**src/rtl/riscvx_pkg.sv**
```systemverilog
// Shared definitions for the 5-stage RISC-V core pipeline registers.
package riscvx_pkg;

  localparam int unsigned XLEN    = 32;
  localparam int unsigned ALUOP_W = 4;

  localparam logic [4:0] REG_X0 = 5'd0;

  typedef struct packed {
    logic regwrite;
    logic memread;
    logic memwrite;
    logic branch;
    logic jump;
  } ctrl_t;

  localparam ctrl_t CTRL_BUBBLE = '0;

  typedef enum logic [2:0] {
    ACT_RESET,
    ACT_HOLD,
    ACT_FLUSH,
    ACT_STALL,
    ACT_LOAD
  } pipe_act_e;

endpackage

```
**src/rtl/pipe_sat_counter.sv**
```systemverilog
// Saturating up-counter with synchronous clear; sticks at all-ones.
module pipe_sat_counter #(
  parameter int unsigned CNT_W = 32
) (
  input  logic             clk,
  input  logic             clr,
  input  logic             inc,
  output logic [CNT_W-1:0] cnt
);

  logic [CNT_W-1:0] cnt_d, cnt_q;

  always_comb begin
    cnt_d = cnt_q;
    if (clr) begin
      cnt_d = '0;
    end else if (inc && (cnt_q != '1)) begin
      cnt_d = cnt_q + CNT_W'(1);
    end
  end

  always_ff @(posedge clk) begin
    cnt_q <= cnt_d;
  end

  assign cnt = cnt_q;

endmodule

```
**src/rtl/id_ex_pipe_reg.sv**
```systemverilog
// ID/EX pipeline register with stall bubbles, flushes and hold-deferred flushes.
// Define ID_EX_PERF_CNT_EN to add bubble/flush/hold performance counters.
module id_ex_pipe_reg #(
  parameter int unsigned XLEN    = riscvx_pkg::XLEN,
  parameter int unsigned ALUOP_W = riscvx_pkg::ALUOP_W
`ifdef ID_EX_PERF_CNT_EN
  ,
  parameter int unsigned CNT_W   = 32
`endif
) (
  input  logic               clk,
  input  logic               rst,
  input  logic               valid_ID,
  input  logic [XLEN-1:0]    pc_ID,
  input  logic [4:0]         rs1_ID,
  input  logic [4:0]         rs2_ID,
  input  logic [4:0]         rd_ID,
  input  logic [XLEN-1:0]    rs1_data_ID,
  input  logic [XLEN-1:0]    rs2_data_ID,
  input  logic [XLEN-1:0]    imm_ID,
  input  logic [ALUOP_W-1:0] alu_op_ID,
  input  logic               regwrite_ID,
  input  logic               memread_ID,
  input  logic               memwrite_ID,
  input  logic               branch_ID,
  input  logic               jump_ID,
  input  logic               stall,
  input  logic               flush,
  input  logic               hold,
  output logic               valid_EX,
  output logic [XLEN-1:0]    pc_EX,
  output logic [XLEN-1:0]    rs1_data_EX,
  output logic [XLEN-1:0]    rs2_data_EX,
  output logic [XLEN-1:0]    imm_EX,
  output logic [4:0]         rs1_EX,
  output logic [4:0]         rs2_EX,
  output logic [4:0]         rd_EX,
  output logic [ALUOP_W-1:0] alu_op_EX,
  output logic               regwrite_EX,
  output logic               memread_EX,
  output logic               memwrite_EX,
  output logic               branch_EX,
  output logic               jump_EX,
`ifdef ID_EX_PERF_CNT_EN
  output logic [CNT_W-1:0]   bubble_cnt,
  output logic [CNT_W-1:0]   flush_cnt,
  output logic [CNT_W-1:0]   hold_cnt,
`endif
  output logic               flush_pending
);

  import riscvx_pkg::*;

  pipe_act_e act;

  logic               valid_d, valid_q;
  logic [XLEN-1:0]    pc_d, pc_q;
  logic [XLEN-1:0]    rs1_data_d, rs1_data_q;
  logic [XLEN-1:0]    rs2_data_d, rs2_data_q;
  logic [XLEN-1:0]    imm_d, imm_q;
  logic [4:0]         rs1_d, rs1_q;
  logic [4:0]         rs2_d, rs2_q;
  logic [4:0]         rd_d, rd_q;
  logic [ALUOP_W-1:0] alu_op_d, alu_op_q;
  ctrl_t              ctrl_id, ctrl_d, ctrl_q;
  logic               flush_pending_d, flush_pending_q;

  assign ctrl_id = '{regwrite: regwrite_ID, memread: memread_ID,
                     memwrite: memwrite_ID, branch: branch_ID, jump: jump_ID};

  always_comb begin
    if (rst) begin
      act = ACT_RESET;
    end else if (hold) begin
      act = ACT_HOLD;
    end else if (flush || flush_pending_q) begin
      act = ACT_FLUSH;
    end else if (stall) begin
      act = ACT_STALL;
    end else begin
      act = ACT_LOAD;
    end
  end

  always_comb begin
    valid_d         = valid_q;
    pc_d            = pc_q;
    rs1_data_d      = rs1_data_q;
    rs2_data_d      = rs2_data_q;
    imm_d           = imm_q;
    rs1_d           = rs1_q;
    rs2_d           = rs2_q;
    rd_d            = rd_q;
    alu_op_d        = alu_op_q;
    ctrl_d          = ctrl_q;
    flush_pending_d = flush_pending_q;
    case (act)
      ACT_HOLD: begin
        flush_pending_d = flush_pending_q | flush;
      end
      // Bubbles leave data fields untouched; only valid, control and indices clear.
      ACT_FLUSH, ACT_STALL: begin
        valid_d         = 1'b0;
        ctrl_d          = CTRL_BUBBLE;
        rd_d            = REG_X0;
        rs1_d           = REG_X0;
        rs2_d           = REG_X0;
        flush_pending_d = 1'b0;
      end
      ACT_LOAD: begin
        valid_d    = valid_ID;
        pc_d       = pc_ID;
        rs1_data_d = rs1_data_ID;
        rs2_data_d = rs2_data_ID;
        imm_d      = imm_ID;
        rs1_d      = rs1_ID;
        rs2_d      = rs2_ID;
        alu_op_d   = alu_op_ID;
        ctrl_d     = valid_ID ? ctrl_id : CTRL_BUBBLE;
        rd_d       = valid_ID ? rd_ID : REG_X0;
      end
      default: ;
    endcase
  end

  always_ff @(posedge clk) begin
    if (rst) begin
      valid_q         <= 1'b0;
      pc_q            <= '0;
      rs1_data_q      <= '0;
      rs2_data_q      <= '0;
      imm_q           <= '0;
      rs1_q           <= '0;
      rs2_q           <= '0;
      rd_q            <= '0;
      alu_op_q        <= '0;
      ctrl_q          <= CTRL_BUBBLE;
      flush_pending_q <= 1'b0;
    end else begin
      valid_q         <= valid_d;
      pc_q            <= pc_d;
      rs1_data_q      <= rs1_data_d;
      rs2_data_q      <= rs2_data_d;
      imm_q           <= imm_d;
      rs1_q           <= rs1_d;
      rs2_q           <= rs2_d;
      rd_q            <= rd_d;
      alu_op_q        <= alu_op_d;
      ctrl_q          <= ctrl_d;
      flush_pending_q <= flush_pending_d;
    end
  end

  assign valid_EX      = valid_q;
  assign pc_EX         = pc_q;
  assign rs1_data_EX   = rs1_data_q;
  assign rs2_data_EX   = rs2_data_q;
  assign imm_EX        = imm_q;
  assign rs1_EX        = rs1_q;
  assign rs2_EX        = rs2_q;
  assign rd_EX         = rd_q;
  assign alu_op_EX     = alu_op_q;
  assign regwrite_EX   = ctrl_q.regwrite;
  assign memread_EX    = ctrl_q.memread;
  assign memwrite_EX   = ctrl_q.memwrite;
  assign branch_EX     = ctrl_q.branch;
  assign jump_EX       = ctrl_q.jump;
  assign flush_pending = flush_pending_q;

`ifdef ID_EX_PERF_CNT_EN
  pipe_sat_counter #(.CNT_W(CNT_W)) u_bubble_cnt (
    .clk (clk),
    .clr (rst),
    .inc (act == ACT_STALL),
    .cnt (bubble_cnt)
  );

  pipe_sat_counter #(.CNT_W(CNT_W)) u_flush_cnt (
    .clk (clk),
    .clr (rst),
    .inc (act == ACT_FLUSH),
    .cnt (flush_cnt)
  );

  pipe_sat_counter #(.CNT_W(CNT_W)) u_hold_cnt (
    .clk (clk),
    .clr (rst),
    .inc (act == ACT_HOLD),
    .cnt (hold_cnt)
  );
`endif

endmodule
```
**config.mk**
```make
export PLATFORM = sky130hd
export DESIGN_NAME = id_ex_pipe_reg
export DESIGN_NICKNAME = d
export VERILOG_FILES = /design/src/rtl/riscvx_pkg.sv /design/src/rtl/pipe_sat_counter.sv /design/src/rtl/id_ex_pipe_reg.sv
export SDC_FILE = /design/constraint.sdc
export NUM_CORES = 1
export LEC_CHECK = 0
export ABC_AREA = 1
export CAP_MARGIN = 20
export CELL_PAD_IN_SITES_DETAIL_PLACEMENT = 2
export CELL_PAD_IN_SITES_GLOBAL_PLACEMENT = 2
export CORE_MARGIN = 5
export CORE_UTILIZATION = 30
export DETAILED_ROUTE_END_ITERATION = 7
export DONT_BUFFER_PORTS = 1
export HOLD_SLACK_MARGIN = 0.15
export PLACE_DENSITY = 0.8
export SYNTH_ARGS = -nofsm -noshare
export SYNTH_HDL_FRONTEND = slang
export SYNTH_SLANG_ARGS = --single-unit
```
**constraint.sdc**
```tcl
create_clock -name clk -period 1.06 [get_ports clk]
set_input_delay 0.106 -clock clk [delete_from_list [all_inputs] [get_ports clk]]
set_output_delay 0.106 -clock clk [all_outputs]
set_load 0.02 [all_outputs]
```
==> impl_metrics.csv <==
group,metric,value,unit
run_status,status,"finished with violations",
run_status,violations,"negative hold slack, negative setup slack",
cells_and_area,areaGrowthSynthToFinish,59.8,%
synth,syn_area,6030,sq um
synth,synthesis.nets,827,
sta,min_period,1.34,ns
synth,syn_inst,669,
sta,clock.fmax,747,MHz
synth,synth_cell_type_count,18,
floorplan,die_y,152,microns
setup_path,crit_arrival,1.67,ns
cells_and_area,drive_gt1_frac,0.405,
floorplan,core,19700,sq um
global_route,grt_pass1_vias,6878,
detailed_routing,vias_per_cell,4.88,
sta,whs,-0.129,ns
sta,rsz0062_at_grt,"true",
clock_network,cts_sinks,154,
cells_and_area,final_cell_mix,"156 x dlygate4sd3_1, 145 x inv_1, 113 x o21ai_2",
floorplan,io-pin-count,312,
setup_path,end_kind,"flip-flop",
clock_network,cts_tree,"done",
sta,slew_viol_final,0,
setup_path,cp_max_fo,21,
sta,max_slew.worst_pin.slew,0.456,ns
detailed_routing,wl_per_cell,25.5,microns
sta,fin_skew,0.00795,ns
clock_network,cts_made_buffers,17,
detailed_routing,wl_met1,10.3,mm
setup_path,required,1.39,ns
cells_and_area,finish.utilization,0.490,
sta,fin_crit_sh,1.26,
placement,portBuffers,0,
detailed_routing,antenna_left,0,
sta,fin_ws,-0.278,ns
clock_network,clockRootBuffer,"clkbuf_16",
sta,max_slew_margin,0.696,
sta,fin_tns_setup,-26.91,ns
detailed_routing,met2_length,16.7,mm
global_route,grt_pass1_wl,43.1,mm
global_route,grt_usage,0.238,
clock_network,clock_path_buffers,2,
detailed_routing,topRoutingLayerUsed,"met5",
sta,hold_viol,2,
power_and_ir_drop,p_leak,4.30,nW
synth,ys_seq_area_frac,0.511,
detailed_routing,num_vias,5805,
placement,hpwl,15.3,mm
clock_network,path_clk_slew,0.07,ns
global_route,grt_remaining_overflow,0,
cells_and_area,final_common_cell,"dlygate4sd3_1",
worst_hold_path,hp-class,"primary input to flip-flop",
cells_and_area,seq_area,3150,sq um
cells_and_area,n_fill_cell,2015,
clock_network,worst_skew_pair.late_latency,0.41,ns
detailed_routing,firstDrtPassIters,5,
floorplan,start_util,0.307,
detailed_routing,wl_met3,2.15,mm
synth,yosysWarnings,0,
placement,routabilityCongestion,0.762,
detailed_routing,routed_wl,30.3,mm
setup_path,crit_type,"primary input to flip-flop",
run,cap_violations,0,
cells_and_area,fin_nets,1067,
setup_path,start_kind,"primary input",
synth,ys_ff_latch,154,
detailed_routing,drcViolationCount,0,
global_route,antenna_found_initial,4,
power_and_ir_drop,p_per_area,1460,nW/um^2
sta,setup_violations,155,
floorplan,rows,51,
power_and_ir_drop,ir_drop,1040,uV
floorplan,fp.dieW,152,microns
synth,avgSynthCellArea,9.02,sq um
cells_and_area,multiInputGateArea,2370,sq um
detailed_routing,first_iter_violations,199,
floorplan,die-area,23000,sq um
global_route,grt_max_degree,80,
clock_network,htreeDepth,4,
==> cell type report <==
| type | instances | area share |
|---|---|---|
| Inverter | 146 | 0.0571 |
| Clock inverter | 11 | 0.0127 |
| Clock buffer | 21 | 0.0467 |
| Tap cell | 265 | 0.0344 |
| Sequential cell | 154 | 0.326 |
| Multi-Input combinational cell | 324 | 0.246 |
| Timing Repair Buffer | 266 | 0.276 |
| Antenna cell | 3 | 0.000779 |
==> registers in the layout, summed over array words and instances, names as in the netlist <==
signal and count:
alu_op_EX 4, branch_EX 1, flush_pending 1, imm_EX 32, jump_EX 1, memread_EX 1
memwrite_EX 1, pc_EX 32, rd_EX 5, regwrite_EX 1, rs1_EX 5, rs1_data_EX 32
rs2_EX 5, rs2_data_EX 32, valid_EX 1
==> power breakdown <==
| part | switching (mW) | internal, mW |
|---|---|---|
| sequential | 0.303 | 5.99 |
| clock | 2.57 | 3.53 |
| combinational | 0.865 | 0.769 |
==> final timing paths <==
kind,startpoint,slack (ns),depth (start not counted),end
max,rst,-0.28,7,rs2_data_EX[1]$_SDFFE_PP0N_
min,hold,-0.13,2,valid_EX$_SDFFE_PP0P_
max reg2reg,flush_pending$_SDFFE_PP0P_,-0.22,6,rs2_data_EX[1]$_SDFFE_PP0N_
min reg2reg,imm_EX[3]$_SDFFE_PP0N_,0.47,2,imm_EX[3]$_SDFFE_PP0N_
==> cell families after synthesis <==
kind of cell           synth area share
DFF                               0.511
buffers and inverters             0.156
AOI/OAI and AO/OA                 0.187
and+or+nand+nor                   0.146
==> repair_timing <==
item,CTS,global route
pin swaps,1,0
setup endpoints to repair,158,205
gates cloned,1,1
hold buffers,155,1
resized for setup,57,101
endpoints found under the hold margin,154,3
buffers inserted,3,1
==> Yosys cell counts <==
cell,count,area share
buf_1,5,0.0031
buf_6,28,0.052
inv_2,1,0.00062
a21oi_1,1,0.00083
nand4_1,1,0.0010
nand3_4,1,0.0029
buf_2,9,0.0075
nor2_1,1,0.00062
o21ai_0,7,0.0058
nor2_2,2,0.0021
nand3_1,132,0.11
clkbuf_1,4,0.0025
dfxtp_1,154,0.51
nand2_1,42,0.026
nor2_8,1,0.0033
o21ai_1,25,0.021
inv_1,145,0.090
o21ai_2,110,0.16
==> worst max-delay path, cell delays in order <==
cell and delay, ns:
dlygate4sd3_1 0.59, nor2_2 0.19, nand3_4 0.13, buf_12 0.19, buf_12 0.18, buf_6 0.13, o21ai_2 0.13
==> through the flow <==
step | instance area (sq um) | power, mW | instances | setup WS (ns)
after global placement | 6890 | 7.23 | 993 | -0.107
final | 9640 | 14.0 | 1190 | -0.278
after global routing | 9640 | 14.5 | 1190 | -0.305
after CTS | 9290 | 13.8 | 1184 | -0.178
after floorplan | 6040 | 6.95 | 669 | -0.0428
after detailed placement | 6890 | 7.31 | 993 | -0.172
==> routing by layer <==
layer | track usage | up-vias
met2 | 0.454 | 266
met1 | 0.236 | 2869
met3 | 0.0781 | 60
met4 | 0.0963 | 2
met5 | 0 | -
li1 | - | 2608
(Power assumes the default switching activity.)
